### src/rtl/rts_pkg.sv
// Shared types and helpers for the RTS BIST test-sequencing controller.
package rts_pkg;

  typedef enum logic [1:0] {
    RESET   = 2'd0,
    SHIFT   = 2'd1,
    CAPTURE = 2'd2,
    DONE    = 2'd3
  } rts_state_t;

  function automatic int cnt_w(input int n);
    return $clog2(n + 1);
  endfunction

endpackage

### src/rtl/rts_if.sv
// Control bundle from the RTS controller to the CPU, pattern generators and compactors.
// Optional status signals (busy, tst_cycle) exist only when RTS_STATUS_EN is defined.
interface rts_if #(
  parameter int NUM_TST_CYCL = 100
);
  import rts_pkg::*;

  logic nbar_t;
  logic internal_rst;
  logic prpg_en;
  logic srsg_en;
  logic sisa_en;
  logic misr_en;
  logic done;
`ifdef RTS_STATUS_EN
  logic                            busy;
  logic [cnt_w(NUM_TST_CYCL)-1:0]  tst_cycle;

  modport master (
    output nbar_t, internal_rst, prpg_en, srsg_en, sisa_en, misr_en, done,
    output busy, tst_cycle
  );
  modport slave (
    input nbar_t, internal_rst, prpg_en, srsg_en, sisa_en, misr_en, done,
    input busy, tst_cycle
  );
`else
  modport master (
    output nbar_t, internal_rst, prpg_en, srsg_en, sisa_en, misr_en, done
  );
  modport slave (
    input nbar_t, internal_rst, prpg_en, srsg_en, sisa_en, misr_en, done
  );
`endif
endinterface

### src/rtl/rts_counter.sv
// Saturating up-counter with async clear, sync clear, enable and a flag
// marking the last count (MAX-1) before the phase ends.
module rts_counter
  import rts_pkg::*;
#(
  parameter int MAX   = 1,
  parameter int WIDTH = cnt_w(MAX)
) (
  input  logic             clk,
  input  logic             rst,
  input  logic             clr,
  input  logic             en,
  output logic [WIDTH-1:0] count,
  output logic             last
);

  localparam logic [WIDTH-1:0] MAX_V  = WIDTH'(MAX);
  localparam logic [WIDTH-1:0] LAST_V = WIDTH'(MAX - 1);

  logic [WIDTH-1:0] count_reg;

  always_ff @(posedge clk or posedge rst) begin
    if (rst) begin
      count_reg <= '0;
    end else if (clr) begin
      count_reg <= '0;
    end else if (en && (count_reg != MAX_V)) begin
      count_reg <= count_reg + 1'b1;
    end
  end

  assign count = count_reg;
  assign last  = (count_reg == LAST_V);

endmodule

### src/rtl/rts_controller.sv
// RTS BIST sequencer: reset pulse, then SHIFT_CNT shift clocks + 1 capture clock
// repeated NUM_TST_CYCL times, then sticky done. Optional status via RTS_STATUS_EN.
module rts_controller
  import rts_pkg::*;
#(
  parameter int SHIFT_CNT    = 1,
  parameter int NUM_TST_CYCL = 100
) (
  input  logic clk,
  input  logic rst,
  rts_if.master ctl
);

  localparam int SHIFT_W = cnt_w(SHIFT_CNT);
  localparam int CYC_W   = cnt_w(NUM_TST_CYCL);

  localparam logic [1:0] ST_RESET   = 2'(RESET);
  localparam logic [1:0] ST_SHIFT   = 2'(SHIFT);
  localparam logic [1:0] ST_CAPTURE = 2'(CAPTURE);
  localparam logic [1:0] ST_DONE    = 2'(DONE);

  logic [1:0]         state_reg;
  logic [1:0]         state_next;
  logic [SHIFT_W-1:0] shift_cnt;
  logic               shift_last;
  logic [CYC_W-1:0]   cyc_cnt;
  logic               cyc_last;

  // Shift counter restarts from zero every time SHIFT is entered.
  rts_counter #(.MAX(SHIFT_CNT), .WIDTH(SHIFT_W)) u_shift_cnt (
    .clk   (clk),
    .rst   (rst),
    .clr   (state_reg != ST_SHIFT),
    .en    (state_reg == ST_SHIFT),
    .count (shift_cnt),
    .last  (shift_last)
  );

  rts_counter #(.MAX(NUM_TST_CYCL), .WIDTH(CYC_W)) u_cyc_cnt (
    .clk   (clk),
    .rst   (rst),
    .clr   (1'b0),
    .en    (state_reg == ST_CAPTURE),
    .count (cyc_cnt),
    .last  (cyc_last)
  );

  always_ff @(posedge clk or posedge rst) begin
    if (rst) begin
      state_reg <= ST_RESET;
    end else begin
      state_reg <= state_next;
    end
  end

  always_comb begin
    state_next = state_reg;
    case (state_reg)
      ST_RESET:   state_next = ST_SHIFT;
      ST_SHIFT:   if (shift_last) state_next = ST_CAPTURE;
      ST_CAPTURE: state_next = cyc_last ? ST_DONE : ST_SHIFT;
      ST_DONE:    state_next = ST_DONE;
      default:    state_next = ST_RESET;
    endcase
  end

  // Moore decode: outputs depend only on the state register.
  logic nbar_t_next, internal_rst_next, prpg_en_next, srsg_en_next;
  logic sisa_en_next, misr_en_next, done_next;

  always_comb begin
    nbar_t_next       = 1'b1;
    internal_rst_next = 1'b0;
    prpg_en_next      = 1'b0;
    srsg_en_next      = 1'b0;
    sisa_en_next      = 1'b0;
    misr_en_next      = 1'b0;
    done_next         = 1'b0;
    case (state_reg)
      ST_RESET: internal_rst_next = 1'b1;
      ST_SHIFT: begin
        srsg_en_next = 1'b1;
        sisa_en_next = 1'b1;
      end
      ST_CAPTURE: begin
        nbar_t_next  = 1'b0;
        prpg_en_next = 1'b1;
        misr_en_next = 1'b1;
      end
      ST_DONE:  done_next = 1'b1;
      default:  internal_rst_next = 1'b1;
    endcase
  end

  assign ctl.nbar_t       = nbar_t_next;
  assign ctl.internal_rst = internal_rst_next;
  assign ctl.prpg_en      = prpg_en_next;
  assign ctl.srsg_en      = srsg_en_next;
  assign ctl.sisa_en      = sisa_en_next;
  assign ctl.misr_en      = misr_en_next;
  assign ctl.done         = done_next;

`ifdef RTS_STATUS_EN
  assign ctl.busy      = (state_reg == ST_SHIFT) || (state_reg == ST_CAPTURE);
  assign ctl.tst_cycle = cyc_cnt;

  logic unused_cnt;
  assign unused_cnt = ^shift_cnt;
`else
  logic unused_cnt;
  assign unused_cnt = ^{shift_cnt, cyc_cnt};
`endif

endmodule

### src/flat_wrapper.sv
// flat-port wrapper written by rule: the top's interface ports become plain ports
module rts_controller_flat import rts_pkg::*;
#(
  parameter int SHIFT_CNT    = 1,
  parameter int NUM_TST_CYCL = 100
)
  (clk, rst, ctl_nbar_t, ctl_internal_rst, ctl_prpg_en, ctl_srsg_en, ctl_sisa_en, ctl_misr_en, ctl_done);
  rts_if #(.NUM_TST_CYCL(NUM_TST_CYCL)) ctl_i ();
  input  logic clk;
  input  logic rst;
  output wire logic [$bits(ctl_i.nbar_t)-1:0] ctl_nbar_t;
  output wire logic [$bits(ctl_i.internal_rst)-1:0] ctl_internal_rst;
  output wire logic [$bits(ctl_i.prpg_en)-1:0] ctl_prpg_en;
  output wire logic [$bits(ctl_i.srsg_en)-1:0] ctl_srsg_en;
  output wire logic [$bits(ctl_i.sisa_en)-1:0] ctl_sisa_en;
  output wire logic [$bits(ctl_i.misr_en)-1:0] ctl_misr_en;
  output wire logic [$bits(ctl_i.done)-1:0] ctl_done;
  assign ctl_nbar_t = ctl_i.nbar_t;
  assign ctl_internal_rst = ctl_i.internal_rst;
  assign ctl_prpg_en = ctl_i.prpg_en;
  assign ctl_srsg_en = ctl_i.srsg_en;
  assign ctl_sisa_en = ctl_i.sisa_en;
  assign ctl_misr_en = ctl_i.misr_en;
  assign ctl_done = ctl_i.done;
  rts_controller #(.SHIFT_CNT(SHIFT_CNT), .NUM_TST_CYCL(NUM_TST_CYCL)) u_core (.clk(clk), .rst(rst), .ctl(ctl_i));
endmodule
### config.mk
export PLATFORM = sky130hd
export DESIGN_NAME = rts_controller_flat
export DESIGN_NICKNAME = d
export VERILOG_FILES = /design/src/rtl/rts_pkg.sv /design/src/rtl/rts_if.sv /design/src/rtl/rts_counter.sv /design/src/rtl/rts_controller.sv /design/src/flat_wrapper.sv
export SDC_FILE = /design/constraint.sdc
export NUM_CORES = 1
export LEC_CHECK = 0
export CORE_AREA = 2 2 39 41
export CTS_CLUSTER_DIAMETER = 50
export DETAILED_ROUTE_END_ITERATION = 12
export DIE_AREA = 0 0 41 43
export DONT_BUFFER_PORTS = 1
export GPL_ROUTABILITY_DRIVEN = 0
export GPL_TIMING_DRIVEN = 0
export PLACE_DENSITY = 0.71
export SYNTH_ARGS = -nofsm -noshare
export SYNTH_HDL_FRONTEND = slang
export SYNTH_HIERARCHICAL = 1
export SYNTH_SLANG_ARGS = --single-unit
### constraint.sdc
create_clock -name clk -period 2.7 [get_ports clk]
set_input_delay 0.675 -clock clk [delete_from_list [all_inputs] [get_ports clk]]
set_output_delay 0.675 -clock clk [all_outputs]
set_load 0.05 [all_outputs]
==> results of run 1 <==
## path summary, 6_finish.rpt
| check | from | endpoint | slack (ps) | cells past startpoint |
|---|---|---|---|---|
| max in group asynchronous | rst | u_core/u_cyc_cnt/count[6] | 2240 | 1 |
| worst max register to register | u_core/state_reg[0] | u_core/u_cyc_cnt/count[6] | 750 | 4 |
| worst max-delay path | u_core/state_reg[0] | ctl_nbar_t | 220 | 2 |
| worst min register to register | u_core/u_shift_cnt/count | u_core/state_reg[0] | 490 | 2 |
| worst min-delay path | rst | u_core/u_shift_cnt/count | 130 | 1 |
| min in group clk | u_core/u_shift_cnt/count | u_core/state_reg[0] | 490 | 2 |
## power groups by stage
stage	clock, uW	sequential [uW]	combinational [uW]
4_1_cts	137	154	13.1
3_3_place_gp	0	157	12.6
6_report	130	154	13.5
5_1_grt	144	155	16.1
3_5_place_dp	0	157	12.9
2_1_floorplan	0	157	11.0
## layer usage
metal	wire length, um	part of all wire (%)
met4	15	1.6
met2	443	47
met3	45	4.8
met5	0	0
met1	434	46
## kinds of logic (layout without fill, tap and decap cells)
kind of cell             count (synthesis)  in the layout  share of synthesized area [%]
other                                    1              1                          0.632
multiplexers                             3              3                           6.12
AO/OA/AOI/OAI                           10             10                           10.3
buffers and inverters                   11             15                           8.23
XOR/XNOR                                 1              1                           1.48
flip-flops                              10             10                           42.2
adder cells (fa/ha/maj)                  2              2                           4.22
AND/OR/NAND/NOR                         26             26                           26.8
## synth_stat cells (2+ instances only)
cell type,number
dfrtp_1,10
a21oi_1,6
nor2_1,7
nand2b_1,2
inv_1,7
o21ai_0,2
nand2_1,2
or3_1,2
ha_1,2
nand4_1,2
buf_4,2
## per-stage QoR
step                hold slack [ps]  instances  power [uW]  setup slack (ps)  util, %
finish                          132         84         297               219     46.9
global route                    123         84         314               100     46.9
CTS                             122         84         304               192     46.9
detailed placement              406         80         170               480     44.3
global placement                406         80         170               490     44.3
floorplan                       404         64         168               573        -
## cell type report
cell class	instances	area, um^2	share of cell area [%]
Tap cell	16	20.0	3.08
Inverter	8	30.0	4.62
Clock buffer	4	36.3	5.59
Buffer	3	18.8	2.89
Multi-Input combinational cell	43	294	45.3
Sequential cell	10	250	38.5
## worst max-delay path, stage by stage (launching register included)
cell and delay [ps]:
dfrtp_1 440, nor2b_2 670, inv_1 440
==> impl_metrics.ini, run 1 <==
[floorplan]
die_area_um2 = 1760
io_pins = 9
initial_utilization_pct = 42.9
core_region_area_um2 = 1380
fp.dieW_um = 41
num_rows = 14
die_height_um = 43

[pwr]
internal-power_uw = 238
p_sw_share_pct = 19.9
vdd_drop_max_v = 0.000206
combPwrFrac_pct = 4.5
seqPwrFrac_pct = 51.9
clkPwrFrac_pct = 43.6
powerDensity_nw_per_um2 = 458
leakagePower_uw = 0.000311
netSwitchingPower_uw = 59.2

[placed_design]
dpl_cell_area_um2 = 613
hpwlAfterDp_um = 706
port_buffers = 0

[sta]
finalMaxSlewViolations = 0
fmax_ghz = 0.403
layout_min_cycle_time_ps = 2480
slew-limit-headroom_pct = 41.7
worst_pin_slew_ps = 871
rsz0062_at_grt = no
post-route-period-util_pct = 91.9
finalSetupTns_ps = 0
finClkSkew_ps = 3.33
hold_viol = 0
finalSetupViolations = 0

[yosys]
yosysTopAreaCell = dfrtp_1
avgSynthCellArea_um2 = 9.27
ys_seq_elements = 10
syn_inst = 64
syn_area_um2 = 593
synthArstFlopShare_pct = 100
synth_edf_count = 0
netlist.area_leader.share_pct = 42.2
ys_top_cells_by_area = dfrtp_1, a21oi_1, inv_1, nor2_1, ha_1
syn_nets = 68
ys.flop_type = dfrtp_1
ys_seq_area_share_pct = 42.2
synth.distinct_cells = 31
yosysWarnings = 6

[clocking]
cts.sinks = 10
htreeDepth = 1
insertion_delay_ps = 260
clk_transition_reported_paths_ps = 70
numCtsBuffers = 3
cts_max_path_buffers = 2
postCtsHoldBufs = 0
cts-root-buf = clkbuf_4
cts_resized = 0
post_cts.repair.setup_buffers = 0
cts_tree = built

[grt]
met1_usage_pct = 17.0
grt_pass1_wl_um = 1570
grt.busiest_layer = met2
grt.overflow.total = 0
antenna_found_initial = 0
grt.total_usage_pct = 13.8
grt_use_met2_pct = 19.1
use_met3_pct = 4.71
grt_max_degree = 11
grt_pass1_vias = 400

[drt]
avgRoutedWirePerCell_um = 11.2
ant_nets = 0
first_pass_iters = 4
vias = 450
wirelength_um = 939
drtIter0Drc = 5
vias_per_cell = 5.36
drcViolationCount = 0

[final_layout]
final_common_cell = dfrtp_1
fillers = 142
antenna_cells = 0
final_area_um2 = 649
area_growth_pct = 9.49
largest_register_ffs = 7
nets = 73
final_cell_mix = dfrtp_1, nor2_1, inv_1
drive_above_1_share_pct = 23.5

[worst_setup_path]
arrival_ps = 1810
required_ps = 2030
worstSetupStartpointType = flop
setup.worst_path.class = reg -> out
crit_path_end_kind = output pin
worstPathMaxFanout = 9

[flow_run]
cap_violations = 0

[run_status]
status = complete, no violations

[min_path]
hp-class = in -> async
Power figures use the tool's default switching activity.
==> run 2: changes to the inputs <==
--- a/config.mk
+++ b/config.mk
@@ -5,6 +5,7 @@
 export SDC_FILE = /design/constraint.sdc
 export NUM_CORES = 1
 export LEC_CHECK = 0
+export ABC_CLOCK_PERIOD_IN_PS = 2700
 export CORE_AREA = 2 2 39 41
 export CTS_CLUSTER_DIAMETER = 50
 export DETAILED_ROUTE_END_ITERATION = 12
@@ -17,3 +18,4 @@
 export SYNTH_HDL_FRONTEND = slang
 export SYNTH_HIERARCHICAL = 1
 export SYNTH_SLANG_ARGS = --single-unit
+export TNS_END_PERCENT = 5
==> results of run 2 <==
No change in the layout: final DEF, timing and power equal those of run 1.
